File: config.mk
export PLATFORM = sky130hd
export DESIGN_NAME = pulse_interval_monitor_flat
export DESIGN_NICKNAME = d
export VERILOG_FILES = /design/src/rtl/pulse_interval_monitor_if.sv /design/src/rtl/pulse_interval_monitor.sv /design/src/flat_wrapper.sv
export SDC_FILE = /design/constraint.sdc
export NUM_CORES = 1
export LEC_CHECK = 0
export BUFFER_PORTS_ARGS = -buffer_cell sky130_fd_sc_hd__buf_2
export CAP_MARGIN = 20
export CORE_MARGIN = 4
export CORE_UTILIZATION = 45
export CTS_CLUSTER_SIZE = 24
export DETAILED_ROUTE_END_ITERATION = 6
export GPL_TIMING_DRIVEN = 0
export PLACE_DENSITY = 0.66
export SYNTH_ARGS = -nofsm -noshare
export SYNTH_HDL_FRONTEND = slang
export SYNTH_SLANG_ARGS = --single-unit
File: constraint.sdc
create_clock -name clk -period 3.5 [get_ports clk]
set_input_delay 0.7 -clock clk [delete_from_list [all_inputs] [get_ports clk]]
set_output_delay 0.7 -clock clk [all_outputs]
set_load 0.01 [all_outputs]
File: src/rtl/pulse_interval_monitor_if.sv
// pulse_interval_monitor_if: valid/ready interval word port with its saturation flag.
interface pulse_interval_monitor_if #(parameter int CNT_W = 16) ();
  logic             iv_valid;
  logic             iv_ready;
  logic [CNT_W-1:0] iv_data;
  logic             iv_sat;
  modport master (output iv_valid, iv_data, iv_sat, input iv_ready);
  modport slave (input iv_valid, iv_data, iv_sat, output iv_ready);
endinterface

File: src/rtl/pulse_interval_monitor.sv
// pulse_interval_monitor: measures cycles between rising edges of pulse_in and keeps running statistics.
// Define PULSE_SYNC_EN to pass pulse_in through a 2-flop synchroniser before edge detection.
module pulse_interval_monitor #(
  parameter int CNT_W  = 16,
  parameter int PCNT_W = 8
) (
  input  logic                  clk,
  input  logic                  rst,
  input  logic                  pulse_in,
  input  logic                  clear,
  pulse_interval_monitor_if.master iv,
  output logic [PCNT_W-1:0]     pulse_count,
  output logic [CNT_W-1:0]      min_iv,
  output logic [CNT_W-1:0]      max_iv,
  output logic                  overrun
);
  typedef enum logic {IDLE, MEASURE} state_t;
  state_t state, state_nx;
  logic p, p_q, pe, meas_edge, take, load;
  logic [CNT_W-1:0] cnt;
`ifdef PULSE_SYNC_EN
  logic [1:0] sync;
  always_ff @(posedge clk) sync <= rst ? 2'b00 : {sync[0], pulse_in};
  assign p = sync[1];
`else
  assign p = pulse_in;
`endif
  // p_q keeps sampling through clear so a held-high line is not re-counted
  always_ff @(posedge clk) p_q <= rst ? 1'b0 : p;
  assign pe = p & ~p_q;
  always_ff @(posedge clk) state <= rst ? IDLE : state_nx;
  always_comb begin
    state_nx  = clear ? IDLE : (pe ? MEASURE : state);
    meas_edge = pe & (state == MEASURE);
    take      = iv.iv_valid & iv.iv_ready;
    load      = meas_edge & (~iv.iv_valid | iv.iv_ready);
  end
  always_ff @(posedge clk) begin
    if (rst || clear) begin
      cnt         <= '0;
      pulse_count <= '0;
      min_iv      <= '1;
      max_iv      <= '0;
      iv.iv_valid <= 1'b0;
      iv.iv_data  <= '0;
      iv.iv_sat   <= 1'b0;
      overrun     <= 1'b0;
    end else begin
      if (pe) begin
        cnt         <= CNT_W'(1);
        pulse_count <= pulse_count + 1'b1;
      end else if (state == MEASURE && cnt != '1) begin
        cnt <= cnt + 1'b1;
      end
      if (meas_edge) begin
        if (cnt < min_iv) min_iv <= cnt;
        if (cnt > max_iv) max_iv <= cnt;
      end
      if (load) begin
        iv.iv_valid <= 1'b1;
        iv.iv_data  <= cnt;
        iv.iv_sat   <= &cnt;
      end else if (take) begin
        iv.iv_valid <= 1'b0;
      end
      if (meas_edge && !load) overrun <= 1'b1;
    end
  end
endmodule
File: src/flat_wrapper.sv
// flat-port wrapper written by rule: the top's interface ports become plain ports
module pulse_interval_monitor_flat 
#(
  parameter int CNT_W  = 16,
  parameter int PCNT_W = 8
)
  (clk, rst, pulse_in, clear, pulse_count, min_iv, max_iv, overrun, iv_iv_valid, iv_iv_data, iv_iv_sat, iv_iv_ready);
  pulse_interval_monitor_if #(.CNT_W(CNT_W)) iv_i ();
  input  logic clk;
  input  logic rst;
  input  logic pulse_in;
  input  logic clear;
  output logic [PCNT_W-1:0] pulse_count;
  output logic [CNT_W-1:0] min_iv;
  output logic [CNT_W-1:0] max_iv;
  output logic overrun;
  output wire logic [$bits(iv_i.iv_valid)-1:0] iv_iv_valid;
  output wire logic [$bits(iv_i.iv_data)-1:0] iv_iv_data;
  output wire logic [$bits(iv_i.iv_sat)-1:0] iv_iv_sat;
  input wire logic [$bits(iv_i.iv_ready)-1:0] iv_iv_ready;
  assign iv_iv_valid = iv_i.iv_valid;
  assign iv_iv_data = iv_i.iv_data;
  assign iv_iv_sat = iv_i.iv_sat;
  assign iv_i.iv_ready = iv_iv_ready;
  pulse_interval_monitor #(.CNT_W(CNT_W), .PCNT_W(PCNT_W)) u_core (.clk(clk), .rst(rst), .pulse_in(pulse_in), .clear(clear), .iv(iv_i), .pulse_count(pulse_count), .min_iv(min_iv), .max_iv(max_iv), .overrun(overrun));
endmodule
# Word-level counts from Yosys, hierarchy flattened
# Cells that the tools add are included.
[word_totals] latchBits=0 word_cells=38 rom_bits=0 register_bits=77 in_bits=5 ram_bits=0 mem_count=0 out_inout_bits=59
[classes] n_div=0 n_shift=0 n_bitwise=7 n_addsub=2 n_reduce_logical=11 n_mul=0 mux=4 n_eq_ne=1 magnitude_cmp=2
[ops] operator="adder 16 x 1 -> 16 bit (second input constant)" count=1
[ops] operator="> comparator 16 bit" count=1
[ops] operator="less-than comparator 16 bit" count=1
[ops] operator="!= test 16 bit (second input constant)" count=1
[ops] operator="AND reduction 16 bit" count=1
[ops] operator="adder 8 x 1 -> 8 bit (second input constant)" count=1
[ops] operator="bitwise AND 1 bit" count=4
[ops] operator="2-to-1 mux 1 bit" count=4
[ops] operator="AND reduction 2 bit" count=2
[ops] operator="nonzero test 2 bit" count=2
[ops] operator="OR reduction 2 bit" count=2
[ops] operator="logical AND 1 bit" count=2
[ops] operator="inverter 1 bit" count=2
[ops] operator="zero test 1 bit" count=1
[ops] operator="logical OR 1 bit" count=1
[ops] operator="OR 1 bit" count=1

# Longest topological paths before layout
[depth] word_depth=6 depth_mapped=10 depth_no_buf=8

# Least setup slack after synthesis
# Ideal clock, no wire load.
[synth_path] path_kind="register to register" from="register u_core.max_iv[7]" to="register u_core.max_iv[7]" period_less_slack_ns=2.186 arrival_ns=2.069 path_buffers=1 t_required_ns=3.383 setup_ns=0.117 setup_slack_ns=1.314 path_stages_with_launch=10 path_cell_list="dfxtp_1 -> inv_1 -> ha_1 -> a21oi_1 -> o21ai_1 -> o2bb2ai_1 -> o41a_1 -> and2b_2 -> buf_2 -> a22o_1"
[synth_via] elab_chain_cells=2
[synth_rtl] item="from (decl)" line="pulse_interval_monitor.sv:14" rtl="output logic [CNT_W-1:0] max_iv,"
[synth_rtl] item="from (signal assigned)" line="pulse_interval_monitor.sv:57" rtl="if (cnt > max_iv) max_iv <= cnt;"
[synth_rtl] item="> comparator 16 bit" line="pulse_interval_monitor.sv:57"
[synth_rtl] item="AND reduction 2 bit (no line)"
# No other way between the ends.
# A chain may end at the register's enable or synchronous reset.

# Worst setup path after layout
[layout_path] from="register u_core.cnt[9]" to="register u_core.min_iv[7]"
[layout_via] elab_chain_cells=2
[layout_rtl] item="from (decl)" line="pulse_interval_monitor.sv:20" rtl="logic [CNT_W-1:0] cnt;"
[layout_rtl] item="from (signal assigned)" line="pulse_interval_monitor.sv:53" rtl="cnt <= cnt + 1'b1;"
[layout_rtl] item="less-than comparator 16 bit" line="pulse_interval_monitor.sv:56" rtl="if (cnt < min_iv) min_iv <= cnt;"
[layout_rtl] item="AND reduction 2 bit (no line)"
[layout_rtl] item="to (signal assigned)" line="pulse_interval_monitor.sv:56"
[layout_rtl] item="to (decl)" line="pulse_interval_monitor.sv:13" rtl="output logic [CNT_W-1:0] min_iv,"
# No other way between the ends.

==> impl_metrics.py <==
metrics = {
    "power": {
        "power.total_mw": 1.621,
        "ir_drop_mv": 0.2478,
        "swShare": 0.2190,
        "combinationalPowerShare": 0.034,
        "power_frac_seq": 0.545,
        "power.leakage_nw": 1.933,
        "power_frac_clock": 0.420,
        "p_int_mw": 1.266,
        "power_density_nw_per_um2": 373.9,
        "p_switching_mw": 0.3551,
    },
    "clock_network": {
        "hold_buffers": 0,
        "path_clk_slew_ns": 0.08,
        "postCtsSetupBuffers": 0,
        "cts_tree": "done",
        "clock_tree.root_cell": "clkbuf_8",
        "htreeDepth": 3,
        "insertion_delay_ns": 0.35,
        "cts.repair.resized": 0,
        "clk_path_buf_depth": 2,
        "cts_sinks": 77,
        "cts_buffers": 9,
    },
    "logic_synthesis": {
        "synth_top_flop_cell": "dfxtp_1",
        "ys_ff_latch": 77,
        "yosysTopAreaCell": "dfxtp_1",
        "synth_area_leaders": "dfxtp_1, ha_1, nand2_1, a21oi_1, a22o_1",
        "synth.distinct_cells": 43,
        "synth_edf_count": 0,
        "synth_area_um2": 3695,
        "synth_nets": 469,
        "synthArstFlopShare": 0,
        "netlist.area_leader.share": 0.4172,
        "synth-seq-area-share": 0.4172,
        "syn_inst": 431,
        "yosys_warnings": 0,
        "avgSynthCellArea_um2": 8.573,
    },
    "layout": {
        "final_area_um2": 4337,
        "area_growth_pct": 17.37,
        "diodes": 0,
        "layout_common_cells": "dfxtp_1, buf_2, nand2_1",
        "drive_gt1_frac": 0.1788,
        "final_common_cell": "dfxtp_1",
        "finish.utilization": 0.5526,
        "nets": 543,
        "final.fill_count": 776,
    },
    "global_routing": {
        "grt_pass1_wl_um": 15060,
        "grt_max_degree": 13,
        "antenna_found_initial": 0,
        "grt_overflow_total": 0,
        "track_usage": 0.1883,
        "grt_pass1_vias": 3186,
    },
    "timing": {
        "hold_viol_final": 0,
        "finalSetupTns_ns": 0,
        "fmax_mhz": 391.9,
        "max_slew_margin": 0.6238,
        "hold_slack_ns": 0.4526,
        "fin_crit_sh": 0.7291,
        "tightest_slew_ns": 0.5622,
        "skew_ns": 0.009048,
        "setup_viol": 0,
        "grt_setup_unrepaired": "false",
        "slew_violations": 0,
        "layout_min_cycle_time_ns": 2.552,
    },
    "place": {
        "place_area_um2": 4138,
        "gp_congestion": 0.8047,
        "io_buffers": 63,
        "dp_hpwl_um": 6614,
    },
    "floorplan": {
        "start_util": 0.4708,
        "io_pins": 64,
        "coreArea_um2": 7848,
        "die-area_um2": 9724,
        "die_w_um": 98.61,
        "dieHeight_um": 98.61,
        "row_count": 32,
    },
    "setup_path": {
        "reg2reg_depth": 9,
        "cp.required_ns": 3.78,
        "arrival_ns": 2.83,
        "start_kind": "register",
        "crit_fanout": 10,
        "worst_setup_path_end_kind": "register",
        "crit_type": "register to register",
    },
    "route": {
        "vias": 3197,
        "dr.pass1.iters": 4,
        "wl_met1_um": 4072,
        "drcViolationCount": 0,
        "drt_iter0_markers": 179,
        "routed_wl_um": 8759,
        "drt.antenna.violating_nets": 0,
        "dr_wl_met2_um": 4172,
        "wl_met3_um": 463,
        "via_per_inst": 5.232,
        "wire_per_inst_um": 14.34,
        "highest_layer": "met4",
    },
    "worst_hold_path": {
        "hold_depth": 2,
        "hp-class": "register to register",
    },
    "flow_run": {
        "drv_cap": 0,
    },
    "run_status": {
        "outcome": "completed",
    },
}
==> logic make-up (layout without fill, tap and decap cells) <==
| logic type | Yosys count | in the layout | share of synthesized area |
|---|---|---|---|
| flops | 77 | 77 | 0.4172 |
| buf+inv | 54 | 132 | 0.05689 |
| fa+ha+maj | 33 | 33 | 0.1118 |
| simple gates | 158 | 158 | 0.2150 |
| compound gates | 88 | 88 | 0.1483 |
| xor+xnor | 18 | 18 | 0.04267 |
| mux | 3 | 3 | 0.008128 |
==> critical path, cell delays in order (launching register included) <==
cell	delay [ns]
dfxtp_1	0.56
ha_1	0.32
a21o_1	0.16
a21o_1	0.17
a21oi_1	0.23
or2_2	0.15
clkbuf_1	0.25
clkbuf_1	0.39
nand3_1	0.15
nand3b_1	0.11
==> path summary, 6_finish.rpt <==
check | slack [ns] | startpoint | end
worst min-delay path | 0.45 | u_core.iv.iv_data[11] | u_core.iv.iv_data[11]
worst max-delay path | 0.95 | u_core.cnt[9] | u_core.min_iv[7]
worst max register to register | 0.95 | u_core.cnt[9] | u_core.min_iv[7]
worst min register to register | 0.45 | u_core.iv.iv_data[11] | u_core.iv.iv_data[11]
==> flip-flops by register name (all words and copies together) (netlist names) <==
name	count
u_core.cnt	16
u_core.iv.iv_data	16
u_core.pulse_count	8
u_core.overrun	1
u_core.iv.iv_sat	1
u_core.min_iv	16
u_core.iv.iv_valid	1
u_core.max_iv	16
u_core.state	1
u_core.p_q	1
==> power by group through the flow <==
stage | Combinational (mW) | Sequential (mW) | Clock (mW)
after floorplan | 0.0373 | 0.905 | 0
after CTS | 0.0567 | 0.884 | 0.704
after detailed placement | 0.0563 | 0.905 | 0
final | 0.0558 | 0.884 | 0.682
after global placement | 0.0551 | 0.905 | 0
after global routing | 0.0642 | 0.885 | 0.742
==> final cells by class <==
type	count	area [um2]	share of cell area
timing repair buffer	63	315.3	0.07271
inverter	32	120.1	0.02770
tap	102	127.6	0.02943
clock buffer	12	155.1	0.03578
multi-input combinational	300	1943	0.4481
clock inverter	3	43.79	0.01010
sequential	77	1541	0.3555
buffer	22	90.09	0.02077
==> routing by layer <==
metal,track usage,vias up
met5,0,-
met4,0.04727,0
met3,0.04812,5
met2,0.3203,79
met1,0.2383,1471
li1,-,1642
==> stage by stage <==
| stage | instances | setup WS [ns] |
|---|---|---|
| global route | 611 | 0.7128 |
| CTS | 611 | 0.9276 |
| finish | 611 | 0.9481 |
| floorplan | 431 | 1.314 |
| detailed placement | 596 | 0.9538 |
| global placement | 596 | 0.9797 |
==> Yosys cell counts (all sizes together), types with 4 or more instances <==
| master | number |
|---|---|
| ha | 33 |
| clkbuf | 15 |
| or3 | 4 |
| dfxtp | 77 |
| a21o | 4 |
| o21ai | 23 |
| nor2b | 5 |
| nand4 | 14 |
| xor2 | 14 |
| nor2 | 32 |
| a21oi | 34 |
| nand3 | 24 |
| nand2 | 48 |
| buf | 7 |
| inv | 32 |
| nand3b | 16 |
| a22o | 15 |
| xnor2 | 4 |
Power figures use the tool's default switching activity.
